### src/rtl/vxe_vpu_pkg.sv
// Shared VPU definitions: SYNC opcode, functional-unit indices, default widths
// and the head-of-queue classification used by the dispatcher.
package vxe_vpu_pkg;

    localparam int NR_FU_DEF    = 4;
    localparam int OP_W_DEF     = 5;
    localparam int FU_IDX_W_DEF = 2;
    localparam int TH_W_DEF     = 3;
    localparam int PL_W_DEF     = 48;

    localparam int SYNC_OP = 0;

    localparam int FU_REGU = 0;
    localparam int FU_PROD = 1;
    localparam int FU_STOR = 2;
    localparam int FU_ACTF = 3;

    typedef enum logic [1:0] {
        HEAD_IDLE,
        HEAD_SYNC,
        HEAD_FU,
        HEAD_BAD
    } head_kind_e;

endpackage

### src/rtl/vxe_vpu_disp_fu_track.sv
// Per-unit in-flight tracker: set by a dispatch, cleared by the unit's done
// pulse. A done pulse on an idle unit has no effect.
module vxe_vpu_disp_fu_track (
    input  logic clk,
    input  logic nrst,
    input  logic set,
    input  logic done,
    output logic act,
    output logic idle
);

    logic act_reg;

    // A set can only arrive while idle, so it never competes with a real done.
    always_ff @(posedge clk or negedge nrst) begin
        if (!nrst) begin
            act_reg <= 1'b0;
        end else if (set) begin
            act_reg <= 1'b1;
        end else if (done) begin
            act_reg <= 1'b0;
        end
    end

    assign act  = act_reg;
    assign idle = ~act_reg;

endmodule

### src/rtl/vxe_vpu_cmd_dispatch_mfu.sv
// In-order command dispatcher routing queue heads to NR_FU units by opcode field.
// Define VXE_VPU_DISP_CONCURRENT_EN to allow several units in flight at once.
module vxe_vpu_cmd_dispatch_mfu
    import vxe_vpu_pkg::*;
#(
    parameter int NR_FU    = NR_FU_DEF,
    parameter int OP_W     = OP_W_DEF,
    parameter int FU_IDX_W = FU_IDX_W_DEF,
    parameter int TH_W     = TH_W_DEF,
    parameter int PL_W     = PL_W_DEF
) (
    input  logic             clk,
    input  logic             nrst,
    input  logic             i_vld,
    output logic             o_rd,
    input  logic [OP_W-1:0]  i_op,
    input  logic [TH_W-1:0]  i_th,
    input  logic [PL_W-1:0]  i_pl,
    input  logic             i_clr_err,
    output logic             o_busy,
    output logic             o_err,
    output logic [NR_FU-1:0] o_fu_disp,
    input  logic [NR_FU-1:0] i_fu_done,
    output logic [OP_W-1:0]  o_fu_cmd_op,
    output logic [TH_W-1:0]  o_fu_cmd_th,
    output logic [PL_W-1:0]  o_fu_cmd_pl,
    output logic [NR_FU-1:0] o_fu_act
);

`ifdef VXE_VPU_DISP_CONCURRENT_EN
    localparam bit CONCURRENT = 1'b1;
`else
    localparam bit CONCURRENT = 1'b0;
`endif

    logic [FU_IDX_W-1:0] fu_idx;
    logic [NR_FU-1:0]    fu_sel;
    logic [NR_FU-1:0]    fu_idle;
    logic [NR_FU-1:0]    fu_act;
    logic [NR_FU-1:0]    disp_next;
    logic [NR_FU-1:0]    disp_reg;
    logic [OP_W-1:0]     op_reg;
    logic [TH_W-1:0]     th_reg;
    logic [PL_W-1:0]     pl_reg;
    logic                err_reg;
    logic                any_act;
    logic                unit_free;
    logic                mode_ok;
    logic                pop;
    logic                bad_pop;
    head_kind_e          head_kind;

    assign fu_idx = i_op[OP_W-1 -: FU_IDX_W];

    // fu_sel is all-zero when the index names no existing unit.
    generate
        for (genvar gi = 0; gi < NR_FU; gi++) begin : g_fu
            assign fu_sel[gi] = (fu_idx == FU_IDX_W'(gi));

            vxe_vpu_disp_fu_track u_track (
                .clk  (clk),
                .nrst (nrst),
                .set  (disp_next[gi]),
                .done (i_fu_done[gi]),
                .act  (fu_act[gi]),
                .idle (fu_idle[gi])
            );
        end
    endgenerate

    assign any_act   = |fu_act;
    assign unit_free = |(fu_sel & fu_idle);
    assign mode_ok   = CONCURRENT || !any_act;

    always_comb begin
        head_kind = HEAD_IDLE;
        if (i_vld) begin
            if (i_op == OP_W'(SYNC_OP)) begin
                head_kind = HEAD_SYNC;
            end else if (fu_sel == '0) begin
                head_kind = HEAD_BAD;
            end else begin
                head_kind = HEAD_FU;
            end
        end
    end

    // Busy test uses the registered flag, so a same-cycle done still blocks.
    always_comb begin
        pop       = 1'b0;
        bad_pop   = 1'b0;
        disp_next = '0;
        case (head_kind)
            HEAD_SYNC: pop = !any_act;
            HEAD_BAD: begin
                pop     = 1'b1;
                bad_pop = 1'b1;
            end
            HEAD_FU: begin
                if (unit_free && mode_ok) begin
                    pop       = 1'b1;
                    disp_next = fu_sel;
                end
            end
            default: ;
        endcase
    end

    always_ff @(posedge clk or negedge nrst) begin
        if (!nrst) begin
            disp_reg <= '0;
            op_reg   <= '0;
            th_reg   <= '0;
            pl_reg   <= '0;
            err_reg  <= 1'b0;
        end else begin
            disp_reg <= disp_next;
            if (disp_next != '0) begin
                op_reg <= i_op;
                th_reg <= i_th;
                pl_reg <= i_pl;
            end
            if (bad_pop) begin
                err_reg <= 1'b1;
            end else if (i_clr_err) begin
                err_reg <= 1'b0;
            end
        end
    end

    assign o_rd        = nrst & pop;
    assign o_busy      = i_vld | any_act;
    assign o_err       = err_reg;
    assign o_fu_disp   = disp_reg;
    assign o_fu_cmd_op = op_reg;
    assign o_fu_cmd_th = th_reg;
    assign o_fu_cmd_pl = pl_reg;
    assign o_fu_act    = fu_act;

endmodule

### config.mk
export PLATFORM = sky130hd
export DESIGN_NAME = vxe_vpu_cmd_dispatch_mfu
export DESIGN_NICKNAME = d
export VERILOG_FILES = /design/src/rtl/vxe_vpu_pkg.sv /design/src/rtl/vxe_vpu_disp_fu_track.sv /design/src/rtl/vxe_vpu_cmd_dispatch_mfu.sv
export SDC_FILE = /design/constraint.sdc
export NUM_CORES = 1
export LEC_CHECK = 0
export BUFFER_PORTS_ARGS = -buffer_cell sky130_fd_sc_hd__buf_2
export CORE_MARGIN = 2
export CORE_UTILIZATION = 41
export DETAILED_ROUTE_END_ITERATION = 12
export PLACE_DENSITY = 0.81
export SETUP_SLACK_MARGIN = 0.3
export SLEW_MARGIN = 30
export SYNTH_ARGS = -nofsm -noshare
export SYNTH_HDL_FRONTEND = slang
export SYNTH_SLANG_ARGS = --single-unit
### constraint.sdc
create_clock -name clk -period 1.7 [get_ports clk]
set_input_delay 0.255 -clock clk [delete_from_list [all_inputs] [get_ports clk]]
set_output_delay 0.255 -clock clk [all_outputs]
set_load 0.05 [all_outputs]
Word level (Yosys, flattened, before mapping). Cells that the tools add are included.

Bits in registers: 65. Latch bits: 0. Bits in writable memories: 0. Bits in read-only memories: 0. Bits of input ports: 64. Output and inout bits: 67. Logic and storage cells: 53. Memories kept: 0.

Add/sub/neg operators: 0. Multipliers: 0. Divide/modulo/power cells: 0. $lt $le $gt $ge: 0. Eq/ne operators: 6. Shifts and indexed selects: 0. Mux-type cells: 18. Bitwise logic cells: 7. Reductions and logical operators: 13.

Operators with widths (number): 2-to-1 mux 1 bit (13); nonzero test 2 bit (5); == test 2 bit, second input constant (4); 2-to-1 mux 4 bit (2); OR reduction 4 bit (2); zero test 5 bit (1); AND 4 bit (1); == test 2 x 1 -> 1 bit, second input constant (2); zero test 4 bit (1); 2-to-1 mux 2 bit (2); NOT 1 bit (4); nonzero test 4 bit (1); case mux 1 bit (3 select lines) (1); zero test 2 bit (1); AND 1 bit (1); logical AND 1 bit (1); zero test 1 bit (1); bitwise OR 1 bit (1).

Depth between registers and ports, before layout. Gate-level depths: netlist of the first run.

Word-level depth: 8. Gate-level depth with buffers: 5. Depth with buffers taken out: 3.

Modules after synthesis. A second synthesis of the first run with hierarchy kept.

Cell total of the unflattened synthesis: 156. Area, all modules: 2625.0 um^2.

By module, submodules not included: vxe_vpu_cmd_dispatch_mfu (instances 1, cells each 144, area an instance 2464.9 um^2, sequential area each 1526.5 um^2); vxe_vpu_disp_fu_track (instances 4, cells each 3, area an instance 40.0 um^2, sequential area each 25.0 um^2).

Least setup slack after synthesis of the first run. OpenSTA, ideal clock, no wires.

Path kind: register to register. Start point: register g_fu[2].u_track.act_reg. End point: register pl_reg[0] (netlist: o_fu_cmd_pl[0]). Setup time: 125 ps. Arrival time: 1760 ps. Data required time: 1575 ps. Path slack: -185 ps. Cell stages (with the launch flop): 6. Buffers on the path: 2. Clock period less this slack: 1885 ps. Cells stage by stage: dfrtp_1 > nor4_1 > o211a_1 > buf_6 > buf_12 > mux2_4.

Longest elaborated chain between the ends: 7. Elaborated cells on any way between the ends: 9. Those cells by class: 2 x mux; 2 x bitwise; 5 x reduce/logical.

Ends and longest elaborated chain: from (decl) (RTL line vxe_vpu_disp_fu_track.sv:12) `logic act_reg;`; from (signal assigned) (RTL line vxe_vpu_disp_fu_track.sv:17) `act_reg <= 1'b0;`; from (signal assigned) (RTL line vxe_vpu_disp_fu_track.sv:19) `act_reg <= 1'b1;`; from (signal assigned) (RTL line vxe_vpu_disp_fu_track.sv:21) `act_reg <= 1'b0;`; NOT 1 bit (RTL line vxe_vpu_disp_fu_track.sv:26) `assign idle = ~act_reg;`; AND 4 bit (RTL line vxe_vpu_cmd_dispatch_mfu.sv:72) `assign unit_free = |(fu_sel & fu_idle);`; OR reduction 4 bit (RTL line vxe_vpu_cmd_dispatch_mfu.sv:72); logical AND 1 bit (*) (RTL line vxe_vpu_cmd_dispatch_mfu.sv:100) `if (unit_free && mode_ok) begin`; 2-to-1 mux 4 bit (*) (RTL line vxe_vpu_cmd_dispatch_mfu.sv:100); 2-to-1 mux 4 bit (*) (RTL line vxe_vpu_cmd_dispatch_mfu.sv:93) `case (head_kind)`; nonzero test 4 bit (*) (RTL line vxe_vpu_cmd_dispatch_mfu.sv:118) `if (disp_next != '0) begin`; to (signal assigned) (RTL line vxe_vpu_cmd_dispatch_mfu.sv:121) `pl_reg <= i_pl;`; to (decl) (RTL line vxe_vpu_cmd_dispatch_mfu.sv:44) `logic [PL_W-1:0] pl_reg;`.

Mark *: on every way between the ends. The rest lies on a longest branch, timed or not. A chain may end at the register's enable or synchronous reset.

Final worst setup path of the first run.
Start point: register g_fu[0].u_track.act_reg. End point: output port o_rd.

Longest elaborated chain between the ends: 7. Elaborated cells on any way between the ends: 9. Those cells by class: 2 x mux; 3 x bitwise; 4 x reduce/logical.

Ends and longest elaborated chain: from (decl) (RTL line vxe_vpu_disp_fu_track.sv:12); from (signal assigned) (RTL line vxe_vpu_disp_fu_track.sv:17); from (signal assigned) (RTL line vxe_vpu_disp_fu_track.sv:19); from (signal assigned) (RTL line vxe_vpu_disp_fu_track.sv:21); NOT 1 bit (RTL line vxe_vpu_disp_fu_track.sv:26); AND 4 bit (RTL line vxe_vpu_cmd_dispatch_mfu.sv:72); OR reduction 4 bit (RTL line vxe_vpu_cmd_dispatch_mfu.sv:72); logical AND 1 bit (RTL line vxe_vpu_cmd_dispatch_mfu.sv:100); 2-to-1 mux 1 bit (RTL line vxe_vpu_cmd_dispatch_mfu.sv:100); case mux 1 bit (3 select lines) (*) (RTL line vxe_vpu_cmd_dispatch_mfu.sv:93); AND 1 bit (*) (RTL line vxe_vpu_cmd_dispatch_mfu.sv:131) `assign o_rd = nrst & pop;`; to (decl) (RTL line vxe_vpu_cmd_dispatch_mfu.sv:15) `output logic o_rd,`.

Marks and branches as above.

==> results.sh, run 1 <==
export IMPL_status="complete, but fails checks"
export IMPL_violations="setup timing"
export IMPL_ctsHtreeMaxLevel=3
export IMPL_max_ffs_per_register=48
export IMPL_cp_arrival_ns=1.55
export IMPL_max_freq_mhz=553
export IMPL_syn_to_final_growth_pct=46.3
export IMPL_power_density_mw_per_mm2=1850
export IMPL_cp_buffers_inverters=2
export IMPL_worst_setup_path_type="flop to output port"
export IMPL_finalSetupViolations=57
export IMPL_slew_headroom_pct=45.9
export IMPL_power_net_switching_uw=3240
export IMPL_final_design_area_no_fill_mm2=0.00397
export IMPL_grt_usage_pct=17.3
export IMPL_skew_ns=0.0102
export IMPL_timing_reg2reg_setup_slack_ns=-0.09
export IMPL_reg2regPathDepth=6
export IMPL_clock_tree_buffer_depth=2
export IMPL_number_of_core_rows=29
export IMPL_share_comb_of_total_power_pct=51.2
export IMPL_fin_crit_ns=1.81
export IMPL_cpLargestDelayFamily="simple AND/OR/NAND/NOR gates"
export IMPL_crit_path_cell_trace="nor4_4 > buf_4 > and3_4 > buf_8"
export IMPL_die_area_mm2=0.00728
export IMPL_warnings_synthesis=0
export IMPL_fin_ws_ns=-0.107
export IMPL_timing_rr_end="o_fu_cmd_pl[10]"
export IMPL_grt_pass1_vias=1929
export IMPL_clkSlewWorstSetupHoldPaths_ns=0.07
export IMPL_vias_per_cell=4.72
export IMPL_grt_ovfl_total=0
export IMPL_post_dp_hpwl_um=3820
export IMPL_max_cap_violations=0
export IMPL_setup_worst_path_end_class="output port"
export IMPL_place_area_mm2=0.00343
export IMPL_pwr_share_clk_pct=17.4
export IMPL_timing_critical_path_required_ns=1.44
export IMPL_cp_start_kind="flop"
export IMPL_synth_nets=217
export IMPL_wl_per_cell_um=16.0
export IMPL_finalNetCount=372
export IMPL_fill_cells=503
export IMPL_syn_area_per_cell_um2=17.7
export IMPL_wl_um=6240
export IMPL_ys_types=22
export IMPL_pwr_share_seq_pct=31.3
export IMPL_post_route_drc_count=0
export IMPL_p_int_uw=4090
export IMPL_detailroute_via_count=1841
export IMPL_layout_commonest_cell="sky130_fd_sc_hd__buf_2"
export IMPL_io_pin_count=131
export IMPL_antenna_cells=0
export IMPL_layout_worst_path_cycle_share_pct=106
export IMPL_fin_tns_setup_ns=-3.97
export IMPL_synth_seq_cells=65
export IMPL_p_leak_uw=0.00208
export IMPL_slowest_stage="sky130_fd_sc_hd__dfrtp_1"
export IMPL_global_route_wire_length_before_repair_um=9680
export IMPL_clkLatencyLatePin_ns=0.32
export IMPL_numPortBuffers=130
export IMPL_grt_use_met2_pct=28.7
export IMPL_peak_vdd_ir_mv=1.20
export IMPL_rsz0062_at_grt="true"
export IMPL_cts_tree="yes"
export IMPL_share_of_final_layout_standard_cells_stronger_than_drive_strength_1_pct=74.8
export IMPL_grtUsageMet1_pct=22.6
export IMPL_numCtsBuffers=9
export IMPL_swShare_pct=44.2
export IMPL_crit_reg2reg_launch="g_fu[0].u_track.act"
export IMPL_tightest_slew_ns=0.812
export IMPL_place_worst_setup_slack_ns=-0.112
export IMPL_worstSetupEndpoint="o_rd"
export IMPL_report_final_hold_viol_count=0
export IMPL_clock_tree_root_cell="sky130_fd_sc_hd__clkbuf_8"
export IMPL_drv_slew=0
export IMPL_layout_common_cells="125 x sky130_fd_sc_hd__buf_2, 65 x sky130_fd_sc_hd__dfrtp_1, 54 x sky130_fd_sc_hd__mux2_4"
export IMPL_die_height_um=85.3
export IMPL_x_dimension_of_the_die_um=85.3
export IMPL_grt_start_max_net_pins=66
export IMPL_sequential_fraction_of_the_synthesis_area_pct=60.0
export IMPL_number_of_antenna_violations_at_the_first_check_in_global_routing=0
export IMPL_crit_fanout=4
export IMPL_synthArstFlopShare_pct=100
export IMPL_post_synth_edffs=0
export IMPL_drt_iter0_drc=32
export IMPL_worst_min_delay_path_category="input pin to flop"
export IMPL_cpPeakStageDelay_ns=0.42
export IMPL_initial_core_util_pct=42.4
export IMPL_cts_hold_fix_buffers=0
export IMPL_ys_dominant_reg_cell="sky130_fd_sc_hd__dfrtp_1"
export IMPL_total_clock_sinks=65
export IMPL_gp_routability_congestion=0.720
export IMPL_grt_busiest_layer="met2"
export IMPL_floorplan_core_area_mm2=0.00639
export IMPL_synth_area_mm2=0.00271
export IMPL_crit_cells=4
export IMPL_grt_use_met3_pct=3.60
export IMPL_design_power_total_uw=7330
export IMPL_fin_util_pct=62.1
export IMPL_ant_nets=0
export IMPL_netlist_instances=153
export IMPL_drt_pass1_iterations=4
export IMPL_setup_worst_path_start="g_fu[0].u_track.act"
==> Yosys cell counts (2+ instances only) <==
master                    instances  area [um2]
sky130_fd_sc_hd__buf_4            4        30.0
sky130_fd_sc_hd__nor2_1           2        7.51
sky130_fd_sc_hd__dfrtp_1         65        1630
sky130_fd_sc_hd__mux2_4          49         736
sky130_fd_sc_hd__buf_12           5         100
sky130_fd_sc_hd__inv_1            6        22.5
sky130_fd_sc_hd__o22ai_1          2        12.5
sky130_fd_sc_hd__mux2_2           6        67.6
==> per-stage QoR <==
stage	hold WS, ns	std cells
2_1_floorplan	-0.0406	153
3_3_place_gp	0.404	359
3_5_place_dp	0.415	359
4_1_cts	0.0607	386
5_1_grt	0.0753	390
6_report	0.0751	390
==> metal layers <==
metal,routed length [um],part of all wire (%)
met5,0,0
met4,71,1.1
met3,378,6.1
met2,3110,50
met1,2690,43
==> final cells by class <==
type                       count  area (um2)  share of cell area, %
clock buffer                  10         138                   3.47
timing repair buffer         154        1030                   26.0
inverter                       6        22.5                  0.568
multi-input combinational     72         995                   25.1
tap                           77        96.3                   2.43
sequential                    65        1630                   41.0
clock inverter                 6        57.6                   1.45
==> worst reg2reg max path, stage by stage, from the launching register on <==
cell,delay (ns)
sky130_fd_sc_hd__dfrtp_1,0.42
sky130_fd_sc_hd__nor4_4,0.31
sky130_fd_sc_hd__buf_4,0.16
sky130_fd_sc_hd__o211a_4,0.19
sky130_fd_sc_hd__buf_12,0.14
sky130_fd_sc_hd__clkbuf_16,0.16
sky130_fd_sc_hd__mux2_4,0.30
==> repair_timing <==
action	CTS	global route
cloned	4	2
resized for setup	19	9
pin swaps	1	1
endpoints found under the setup margin	60	67
buffers inserted	7	2
==> power by group through the flow <==
stage	Sequential, uW	Combinational (uW)	Clock [uW]
after floorplan	3990	1030	0
after global placement	2300	3390	0
after detailed placement	2310	3440	0
after CTS	2300	3690	1320
after global routing	2360	3900	1390
final	2300	3760	1280
==> cell families (layout without fill, tap and decap cells) <==
logic type | Yosys count | count (layout) | synth area share, %
simple gates | 10 | 10 | 2.40
buf+inv | 16 | 176 | 6.05
mux | 55 | 55 | 29.6
compound gates | 7 | 7 | 1.89
flops | 65 | 65 | 60.0
==> worst min-delay path by stage <==
stage / from / to / slack, ns / depth (start not counted)
2_1_floorplan: nrst / g_fu[0].u_track.act / -0.04 / 0
3_3_place_gp: i_clr_err / o_err / 0.40 / 2
3_5_place_dp: i_clr_err / o_err / 0.42 / 2
4_1_cts: i_clr_err / o_err / 0.06 / 2
5_1_grt: i_clr_err / o_err / 0.08 / 2
6_report: i_clr_err / o_err / 0.08 / 2
Note: power is estimated with default switching activity, not from simulation.
==> run 2, diff against run 1 <==
CORE_UTILIZATION = 46   (was 41)
PLACE_DENSITY = 0.86   (was 0.81)
clock period = 1.93 ns   (was 1.7 ns; I/O delays follow)
==> results.sh, run 2 (synthesis gave the netlist of run 1 again) <==
export IMPL_timing_critical_path_required_ns=1.64
export IMPL_tightest_slew_ns=0.793
export IMPL_highest_layer="met4"
export IMPL_setup_worst_path_start="g_fu[2].u_track.act"
export IMPL_wl_um=6070
export IMPL_initial_core_util_pct=48.3
export IMPL_worst_setup_path_type="flop to output port"
export IMPL_cp_arrival_ns=1.54
export IMPL_clkSlewWorstSetupHoldPaths_ns=0.07
export IMPL_drt_pass1_iterations=4
export IMPL_placedCellCount=352
export IMPL_crit_fanout=3
export IMPL_share_of_final_layout_standard_cells_stronger_than_drive_strength_1_pct=74.4
export IMPL_clock_tree_root_cell="sky130_fd_sc_hd__clkbuf_8"
export IMPL_drv_slew=0
export IMPL_die_area_mm2=0.00652
export IMPL_grt_ovfl_total=0
export IMPL_grt_usage_pct=18.1
export IMPL_ctsHtreeMaxLevel=3
export IMPL_fin_crit_ns=1.83
export IMPL_number_of_antenna_violations_at_the_first_check_in_global_routing=0
export IMPL_final_design_area_no_fill_mm2=0.00391
export IMPL_rsz0062_at_grt="true"
export IMPL_max_freq_mhz=547
export IMPL_worstSetupEndpoint="o_rd"
export IMPL_wl_met3_um=536
export IMPL_peak_vdd_ir_mv=0.886
export IMPL_number_of_core_rows=27
export IMPL_worst_min_delay_path_category="input pin to flop"
export IMPL_cp_start_kind="flop"
export IMPL_fin_tns_setup_ns=0
export IMPL_global_route_wire_length_before_repair_um=8820
export IMPL_wl_per_cell_um=15.8
export IMPL_clock_tree_buffer_depth=2
export IMPL_numPortBuffers=130
export IMPL_syn_to_final_growth_pct=44.2
export IMPL_power_density_mw_per_mm2=1630
export IMPL_io_pin_count=131
export IMPL_x_dimension_of_the_die_um=80.8
export IMPL_layout_worst_path_cycle_share_pct=94.6
export IMPL_max_ffs_per_register=48
export IMPL_slew_headroom_pct=47.2
export IMPL_p_leak_uw=0.00206
export IMPL_ant_nets=0
export IMPL_setup_worst_path_end_class="output port"
export IMPL_final_instance_count_excl_fill=384
export IMPL_detailroute_via_count=1843
export IMPL_vias_per_cell=4.80
export IMPL_wirelength_met1_um=2530
export IMPL_wl_met2_um=2970
export IMPL_gp_routability_congestion=0.780
export IMPL_reg2regPathDepth=6
export IMPL_post_route_drc_count=0
export IMPL_drt_iter0_drc=28
export IMPL_cts_tree="yes"
export IMPL_max_cap_violations=0
export IMPL_grt_start_max_net_pins=66
export IMPL_post_dp_hpwl_um=3910
export IMPL_finalNetCount=373
export IMPL_clkLatencyLatePin_ns=0.33
export IMPL_grt_pass1_vias=1907
export IMPL_layout_commonest_cell="sky130_fd_sc_hd__buf_2"
export IMPL_design_power_total_uw=6390
export IMPL_timing_reg2reg_setup_slack_ns=0.13
export IMPL_numCtsBuffers=9
export IMPL_timing_rr_end="o_fu_cmd_pl[46]"
export IMPL_place_area_mm2=0.00341
export IMPL_total_clock_sinks=65
export IMPL_report_final_hold_viol_count=0
export IMPL_status="completed"
export IMPL_antenna_cells=0
export IMPL_die_height_um=80.8
export IMPL_finalSetupViolations=0
export IMPL_crit_reg2reg_launch="g_fu[2].u_track.act"
export IMPL_floorplan_core_area_mm2=0.00561
export IMPL_layout_common_cells="128 x sky130_fd_sc_hd__buf_2, 65 x sky130_fd_sc_hd__dfrtp_1, 51 x sky130_fd_sc_hd__mux2_4"
export IMPL_skew_ns=0.0145
export IMPL_fin_hold_ws_ns=0.106
run 2: cell types whose count changed in the layout (fill, tap and decap cells not counted), sizes merged:
cell      change
clkinvlp      -1
clkinv        -1
clkbuf        -3
buf           +4
run 2: metrics by stage:
| step | utilization, % | setup WS (ns) |
|---|---|---|
| 2_1_floorplan | - | 0.201 |
| 3_3_place_gp | 60.8 | 0.106 |
| 3_5_place_dp | 60.8 | 0.0893 |
| 4_1_cts | 67.0 | 0.0727 |
| 5_1_grt | 69.7 | 0.0260 |
| 6_report | 69.7 | 0.104 |
run 2: area by class of cell:
cell class | count | area [um2]
fill | 414 | 1700
timing repair buffer | 155 | 1010
clock inverter | 4 | 45.0
inverter | 6 | 22.5
tap | 72 | 90.1
sequential | 65 | 1630
multi-input combinational | 72 | 973
clock buffer | 10 | 138
run 2: worst max-delay path: stages (launching register included):
cell and delay [ns]:
sky130_fd_sc_hd__dfrtp_1 0.41, sky130_fd_sc_hd__nor4_4 0.30, sky130_fd_sc_hd__buf_4 0.16, sky130_fd_sc_hd__and3_4 0.19
sky130_fd_sc_hd__buf_8 0.14
run 2: worst min-delay path by stage:
stage,start,to,slack (ns),cells after the start
6_report,i_clr_err,o_err,0.11,2
5_1_grt,i_clr_err,o_err,0.11,2
4_1_cts,i_clr_err,o_err,0.09,2
3_5_place_dp,i_clr_err,o_err,0.45,2
3_3_place_gp,i_clr_err,o_err,0.45,2
2_1_floorplan,nrst,g_fu[0].u_track.act,-0.006,0
run 2: layer usage:
| layer | track usage, % | up-vias |
|---|---|---|
| met2 | 29.8 | 85 |
| met5 | 0 | - |
| met3 | 7.00 | 4 |
| met4 | 5.76 | 0 |
| li1 | - | 841 |
| met1 | 22.3 | 913 |
run 2: repair_timing:
action                                  in CTS  in global routing
gates resized for setup                     14                  7
endpoints found under the setup margin      53                 59
cloned                                       3                  3
hold buffers                                 0                  0
buffers inserted                             6                  6
pin swaps                                    1                  1
run 2: power by group:
part	internal [uW]	leakage, uW	switching [uW]
logic	1170	0.00119	2100
clock network	610	0.0000978	471
registers	1790	0.000777	247
